$ cat config.mk
export PLATFORM = sky130hd
export DESIGN_NAME = sc_io_in
export DESIGN_NICKNAME = d
export VERILOG_FILES = /design/src/rtl/sc_io_in.sv
export SDC_FILE = /design/constraint.sdc
export NUM_CORES = 1
export LEC_CHECK = 0
export CELL_PAD_IN_SITES_DETAIL_PLACEMENT = 0
export CELL_PAD_IN_SITES_GLOBAL_PLACEMENT = 2
export CORE_MARGIN = 2
export CORE_UTILIZATION = 27
export CTS_BUF_LIST = sky130_fd_sc_hd__clkbuf_8
export DETAILED_ROUTE_END_ITERATION = 7
export PLACE_DENSITY_LB_ADDON = 0.25
export SLEW_MARGIN = 20
export SYNTH_ARGS = -nofsm -noshare
export SYNTH_HDL_FRONTEND = slang
export SYNTH_SLANG_ARGS = --single-unit
$ cat constraint.sdc
create_clock -name clock -period 2.2 [get_ports clock]
set_clock_uncertainty 0.05 [all_clocks]
set_input_delay 0.22 -clock clock [delete_from_list [all_inputs] [get_ports clock]]
set_output_delay 0.22 -clock clock [all_outputs]
set_load 0.01 [all_outputs]
$ cat src/rtl/sc_io_in.sv
// Switch/key input block: synchronizes raw switches and a pushbutton, debounces the key,
// latches an operand pair on each accepted press and exposes it through a small read port.
//
// state        | meaning
// -------------+------------------------------------------------------------
// IDLE         | key released and stable, waiting for a press
// PRESS_WAIT   | key seen low, counting stable low samples before capture
// HELD         | press accepted (capture done), waiting for release
// RELEASE_WAIT | key seen high, counting stable high samples before re-arming
module sc_io_in #(
  parameter int DEBOUNCE_CYCLES = 16,
  parameter int CNT_W           = 5
) (
  input  logic        clock,
  input  logic        reset,
  input  logic [7:0]  sw,
  input  logic        key,
  input  logic        rd_en,
  input  logic [1:0]  rd_addr,
  output logic [31:0] rd_data,
  output logic [3:0]  one,
  output logic [3:0]  two,
  output logic        valid
);

  typedef enum logic [1:0] {
    IDLE         = 2'd0,
    PRESS_WAIT   = 2'd1,
    HELD         = 2'd2,
    RELEASE_WAIT = 2'd3
  } state_t;

  localparam logic [CNT_W-1:0] CNT_LAST = CNT_W'(DEBOUNCE_CYCLES - 1);
  localparam logic [CNT_W-1:0] CNT_ONE  = CNT_W'(1);

  state_t           state_q, state_d;
  logic [CNT_W-1:0] cnt_q, cnt_d;
  logic [CNT_W-1:0] cnt_inc;

  logic [7:0]  sw_s1_q, sw_s1_d, sw_s2_q, sw_s2_d;
  logic        key_s1_q, key_s1_d, key_s2_q, key_s2_d;

  logic [3:0]  one_q, one_d, two_q, two_d;
  logic        valid_q, valid_d, overrun_q, overrun_d;
  logic [7:0]  count_q, count_d;
  logic [31:0] rd_data_q, rd_data_d;

  logic        capture;
  logic        rd_clear;

  always_ff @(posedge clock) begin
    if (reset) begin
      state_q   <= IDLE;
      cnt_q     <= '0;
      sw_s1_q   <= '0;
      sw_s2_q   <= '0;
      key_s1_q  <= 1'b1;
      key_s2_q  <= 1'b1;
      one_q     <= '0;
      two_q     <= '0;
      valid_q   <= 1'b0;
      overrun_q <= 1'b0;
      count_q   <= '0;
      rd_data_q <= '0;
    end else begin
      state_q   <= state_d;
      cnt_q     <= cnt_d;
      sw_s1_q   <= sw_s1_d;
      sw_s2_q   <= sw_s2_d;
      key_s1_q  <= key_s1_d;
      key_s2_q  <= key_s2_d;
      one_q     <= one_d;
      two_q     <= two_d;
      valid_q   <= valid_d;
      overrun_q <= overrun_d;
      count_q   <= count_d;
      rd_data_q <= rd_data_d;
    end
  end

  always_comb begin
    sw_s1_d  = sw;
    sw_s2_d  = sw_s1_q;
    key_s1_d = key;
    key_s2_d = key_s1_q;
  end

  assign cnt_inc = cnt_q + CNT_ONE;

  always_comb begin
    state_d = state_q;
    cnt_d   = cnt_q;
    capture = 1'b0;
    case (state_q)
      IDLE: begin
        if (!key_s2_q) begin
          state_d = PRESS_WAIT;
          cnt_d   = '0;
        end
      end
      PRESS_WAIT: begin
        if (key_s2_q) begin
          state_d = IDLE;
        end else begin
          cnt_d = cnt_inc;
          if (cnt_inc == CNT_LAST) begin
            state_d = HELD;
            capture = 1'b1;
          end
        end
      end
      HELD: begin
        if (key_s2_q) begin
          state_d = RELEASE_WAIT;
          cnt_d   = '0;
        end
      end
      RELEASE_WAIT: begin
        if (!key_s2_q) begin
          state_d = HELD;
        end else if (cnt_q == CNT_LAST) begin
          state_d = IDLE;
        end else begin
          cnt_d = cnt_inc;
        end
      end
      default: begin
        state_d = IDLE;
        cnt_d   = '0;
      end
    endcase
  end

  assign rd_clear = rd_en && (rd_addr == 2'd1);

  // A capture landing on the same edge as a consuming read wins for valid,
  // but the old pair counts as consumed, so no overrun is flagged.
  always_comb begin
    one_d     = one_q;
    two_d     = two_q;
    valid_d   = valid_q;
    overrun_d = overrun_q;
    count_d   = count_q;
    if (rd_clear) begin
      valid_d   = 1'b0;
      overrun_d = 1'b0;
    end
    if (capture) begin
      one_d     = sw_s2_q[3:0];
      two_d     = sw_s2_q[7:4];
      valid_d   = 1'b1;
      overrun_d = valid_q && !rd_clear;
      count_d   = count_q + 8'd1;
    end
  end

  always_comb begin
    rd_data_d = rd_data_q;
    if (rd_en) begin
      case (rd_addr)
        2'd0:    rd_data_d = {28'b0, one_q};
        2'd1:    rd_data_d = {28'b0, two_q};
        2'd2:    rd_data_d = {30'b0, overrun_q, valid_q};
        default: rd_data_d = {24'b0, count_q};
      endcase
    end
  end

  assign rd_data = rd_data_q;
  assign one     = one_q;
  assign two     = two_q;
  assign valid   = valid_q;

endmodule

### Yosys cells after proc, flatten, opt, wreduce, memory -nomap -nowiden

Cells that the tools add are included.

| storage, ports and cells | value |
|---|---|
| input port bits | 14 |
| output and inout port bits | 41 |
| flip-flop bits (word level) | 75 |

| cells by class | value |
|---|---|
| $add $sub $neg | 2 |
| mux-type cells | 20 |
| reductions and logical operators | 8 |
| equality and inequality tests | 14 |

Operators by type and width:

| cell | count |
|---|---|
| $mux 5 | 5 |
| $pmux 8 s3 | 1 |
| $pmux 5 s4 | 1 |
| $mux 2 | 6 |
| $eq 5x4->1 const B | 2 |
| $ne 2x2->1 const B | 5 |
| $add 8x1->8 const B | 1 |
| $pmux 2 s4 | 1 |
| $eq 2x2->1 const B | 3 |
| $mux 1 | 6 |
| $ne 3x3->1 const B | 2 |
| $add 5x1->5 const B | 1 |
| $reduce_and 5->1 | 1 |
| $eq 2x1->1 const B | 2 |
| $logic_not 2->1 | 2 |
| $reduce_and 4->1 | 1 |
| $logic_and 1x1->1 | 2 |
| $reduce_bool 2->1 | 1 |
| $logic_not 1->1 | 1 |

### Depth between registers and ports, before layout

| depth | value |
|---|---|
| word-level depth | 6 |
| mapped depth | 8 |

### Worst setup path before layout

No wires, ideal clock.

| timing | value |
|---|---|
| kind | reg-to-reg |
| start | reg cnt_q[0] |
| end | reg count_q[4] |
| buffers on the path | 0 |
| clock period less this slack | 2063 ps |
| data arrival time | 1943 ps |
| stages on the path, launching flop included | 8 |
| setup slack | 137 ps |
| cells stage by stage | dfxtp_1 ha_1 and3_1 ha_1 and3_1 nand3_1 or4_1 a21oi_1 |

| on the way | value |
|---|---|
| longest elaborated chain between the ends | 5 |

Ends and longest elaborated chain:

| element | line | text |
|---|---|---|
| start, declared | 37 | `logic [CNT_W-1:0] cnt_q, cnt_d;` |
| start signal, assigned | 67 | `cnt_q <= cnt_d;` |
| $add 5x1->5 | 88 | `assign cnt_inc = cnt_q + CNT_ONE;` |
| $eq 5x4->1 | 106 | `if (cnt_inc == CNT_LAST) begin` |
| $mux 1 | 106 |  |
| $mux 1 | 102 | `if (key_s2_q) begin` |
| $mux 1 | 94 | `case (state_q)` |
| end signal, assigned | 76 | `count_q <= count_d;` |
| end, declared | 45 | `logic [7:0] count_q, count_d;` |

No other way between the ends.
A chain may end at the register's enable or synchronous reset.

### Worst setup path after layout

| timing | value |
|---|---|
| start | reg cnt_q[0] |
| end | reg count_q[7] |

Same word-level chain as after synthesis.

==> flow_summary.json <==
{
  "status": "finished clean",
  "slew_headroom": 0.524,
  "dieArea_sq_um": 9080,
  "min_delay_worst_endpoint": "key_s2_q$_SDFF_PP1_",
  "port_buffers": 30,
  "dr.pass1.iters": 4,
  "cp.arrival_ns": 2.28,
  "nets": 299,
  "synth_top_area_share": 0.454,
  "avgViaCountPerCell": 4.49,
  "synth_cells": 249,
  "gp_congestion": 0.714,
  "cp-end-kind": "flip-flop",
  "cts.sinks": 51,
  "wl_per_cell_um": 11.9,
  "die_h_um": 95.3,
  "grt_pass1_vias": 1610,
  "rrSetupSlack_ns": 0.12,
  "core_area_sq_um": 8130,
  "cp-start-kind": "flip-flop",
  "critPathKind": "reg -> reg",
  "whs_ns": 0.385,
  "crit_required_ns": 2.40,
  "min_path_type": "reg -> reg",
  "die_w_um": 95.3,
  "fmax_mhz": 480,
  "cts_tree": "yes",
  "yosys_warnings": 0,
  "rr_worst_depth": 7,
  "grt_overflow_total": 0,
  "clockBufferDepth": 2,
  "post-route-drc-count": 0,
  "crit_fanout": 6,
  "drv_slew": 0,
  "ctsHtreeMaxLevel": 2,
  "clkPwrFrac": 0.360,
  "ys_seq_elements": 51,
  "power_density_nw_per_um2": 593,
  "async_flop_share": 0,
  "setup_viol": 0,
  "drive_gt1_frac": 0.103,
  "seq_area_frac_synth": 0.454,
  "r2r-end": "count_q[7]$_SDFFE_PP0P_",
  "grt_usage": 0.110,
  "synth_area_leaders": "dfxtp_1 (45%), buf_4 (8.0%), a21oi_1 (6.7%), nor2b_1 (5.0%), nand4_1 (2.8%)",
  "ir_drop_mv": 0.257,
  "worstMarginPinSlew_ns": 0.714,
  "hold_depth": 1,
  "critical_path_buf_inv_count": 0,
  "place_inst": 379,
  "synth-edff-count": 0,
  "dp_hpwl_mm": 3.22,
  "grt_pass1_wl_mm": 7.79,
  "root_buffer": "clkbuf_8",
  "power.internal_w": 0.00121,
  "dp_slack_ns": 0.0394,
  "grt_max_degree": 42,
  "critPathSlowestCell": "or4_1",
  "rsz0062_at_grt": "true",
  "power_frac_comb": 0.058,
  "area_growth_pct": 21.2,
  "cp_cell_sequence": "ha_1 -> and3_1 -> ha_1 -> and3_2 -> nand2_2 -> or4_1 -> a21oi_1",
  "drt_wl_total_mm": 4.62,
  "crit_path_frequent_cell": "ha_1",
  "fin_ws_ns": 0.118,
  "worstReg2RegStart": "cnt_q[0]$_SDFFE_PP0P_",
  "hold_viol_final": 0,
  "ys.flop_type": "dfxtp_1",
  "cts_hold_buf": 0,
  "initial_core_util": 0.277,
  "antenna_left": 0,
  "netSwitchingPower_w": 0.000406,
  "postSynthAreaPerCell_sq_um": 9.03,
  "hp-start": "key_s1_q$_SDFF_PP1_",
  "synth.distinct_cells": 40,
  "insertion_delay_ns": 0.31,
  "p_sw_frac": 0.251,
  "cts_buffers": 5,
  "critPathMaxStageDelay_ns": 0.48,
  "antenna_found_initial": 0,
  "initialDrtViolationCount": 70,
  "cap_viol_max_count": 0,
  "finalCritPeriodShare": 0.946,
  "pin_count": 55,
  "synth_top_area_cell": "dfxtp_1",
  "leakage_nw": 0.969,
  "dr_total_vias": 1739,
  "crit_family": "simple AND/OR/NAND/NOR gates",
  "rows": 33,
  "min_period_ns": 2.08,
  "clkTransAtPathRegs_ns": 0.10,
  "instances_no_fill": 387,
  "p_seq_frac": 0.583,
  "netlist_area_sq_um": 2250,
  "diodes": 0
}
## kinds of logic after synthesis
group,count (synthesis),share of synthesized area
and+or+nand+nor,88,0.230
other,1,0.00167
DFF,51,0.454
buffers and inverters,43,0.113
xor gates and xnor gates,3,0.0117
adders and majority gates,4,0.0222
AOI/OAI and AO/OA,55,0.138
muxes,4,0.0289
## worst register-to-register path, stage by stage (launching register included)
cell and delay (ns):
dfxtp_1 0.35, ha_1 0.21, and3_1 0.18, ha_1 0.27
and3_2 0.23, nand2_2 0.10, or4_1 0.48, a21oi_1 0.15
## through the flow
step | TNS [ns] | power, W | area (sq um) | util
global route | -0.0113 | 0.00169 | 2730 | 0.335
CTS | 0 | 0.00165 | 2700 | 0.332
detailed placement | 0 | 0.00106 | 2610 | 0.320
finish | 0 | 0.00162 | 2730 | 0.335
floorplan | 0 | 0.00105 | 2340 | -
global placement | 0 | 0.00106 | 2610 | 0.320
## synthesized netlist by cell type (all sizes together) (4+ instances only)
library cell and n:
nand2 13, nor2b 18, nand4 10, inv 4, ha 4, o31ai 5
clkbuf 12, buf 27, a21oi 30, dfxtp 51, nand2b 5, nor2 5
nand3b 4, or4 7, nand3 11, o21ai 12
## worst max path at each step
stage / start / endpoint / slack (ns) / cells past startpoint
3_3_place_gp: cnt_q[0]$_SDFFE_PP0P_ / count_q[0]$_SDFFE_PP0P_ / 0.05 / 8
4_1_cts: cnt_q[0]$_SDFFE_PP0P_ / count_q[0]$_SDFFE_PP0P_ / 0.01 / 8
5_1_grt: cnt_q[0]$_SDFFE_PP0P_ / overrun_q$_SDFFE_PP0P_ / -0.01 / 8
2_1_floorplan: cnt_q[0]$_SDFFE_PP0P_ / count_q[4]$_SDFFE_PP0P_ / 0.14 / 7
6_report: cnt_q[0]$_SDFFE_PP0P_ / count_q[7]$_SDFFE_PP0P_ / 0.12 / 7
3_5_place_dp: cnt_q[0]$_SDFFE_PP0P_ / count_q[0]$_SDFFE_PP0P_ / 0.04 / 8
## power by group through the flow
stage / clock [W] / combinational (W) / sequential [W]
after CTS: 0.000611 / 0.0000932 / 0.000943
final: 0.000582 / 0.0000931 / 0.000943
after floorplan: 0 / 0.0000889 / 0.000963
after detailed placement: 0 / 0.0000931 / 0.000964
after global routing: 0.000645 / 0.000105 / 0.000945
after global placement: 0 / 0.0000943 / 0.000964
## placed cells by master (no fill, tap or decap), drive strengths merged, types with 2 or more instances in the layout
master	n
mux4	2
nand2	13
nand4b	2
o31ai	5
nand3b	4
nand3	11
nor2	5
nand4	10
clkbuf	5
inv	6
conb	24
a31oi	2
o21ai	12
nand2b	5
and2	3
mux2i	2
a21oi	30
or3	2
buf	12
or4	7
and3	3
xor2	2
clkdlybuf4s50	29
or2	3
nor2b	18
ha	4
a22o	2
dfxtp	51
## cell type report
cell class,instances,area (sq um)
clock buffer,5,68.8
sequential,51,1020
clock inverter,3,27.5
inverter,4,15.0
multi-input combinational,178,1080
fill,862,5410
tap,105,131
timing repair buffer,41,385
## sequential cells by signal (all words and copies together), names as in the netlist, named ones only
register   count
one            4
cnt_q          5
key_s1_q       1
overrun_q      1
sw_s2_q        8
key_s2_q       1
state_q        1
rd_data        8
two            4
valid          1
sw_s1_q        8
count_q        8
## per-layer routing
layer,vias to the layer above,share of wire,global-route usage
li1,890,-,-
met1,802,0.49,0.156
met4,0,0.012,0.0399
met3,4,0.045,0.0261
met5,-,0,0
met2,43,0.45,0.163
## timing repair
action / 4_1_cts / 5_1_grt
setup endpoints to repair: 0 / 13
gates resized for setup: 0 / 6
buffers inserted: 0 / 0
No activity file was read; power rests on OpenSTA's default activity.
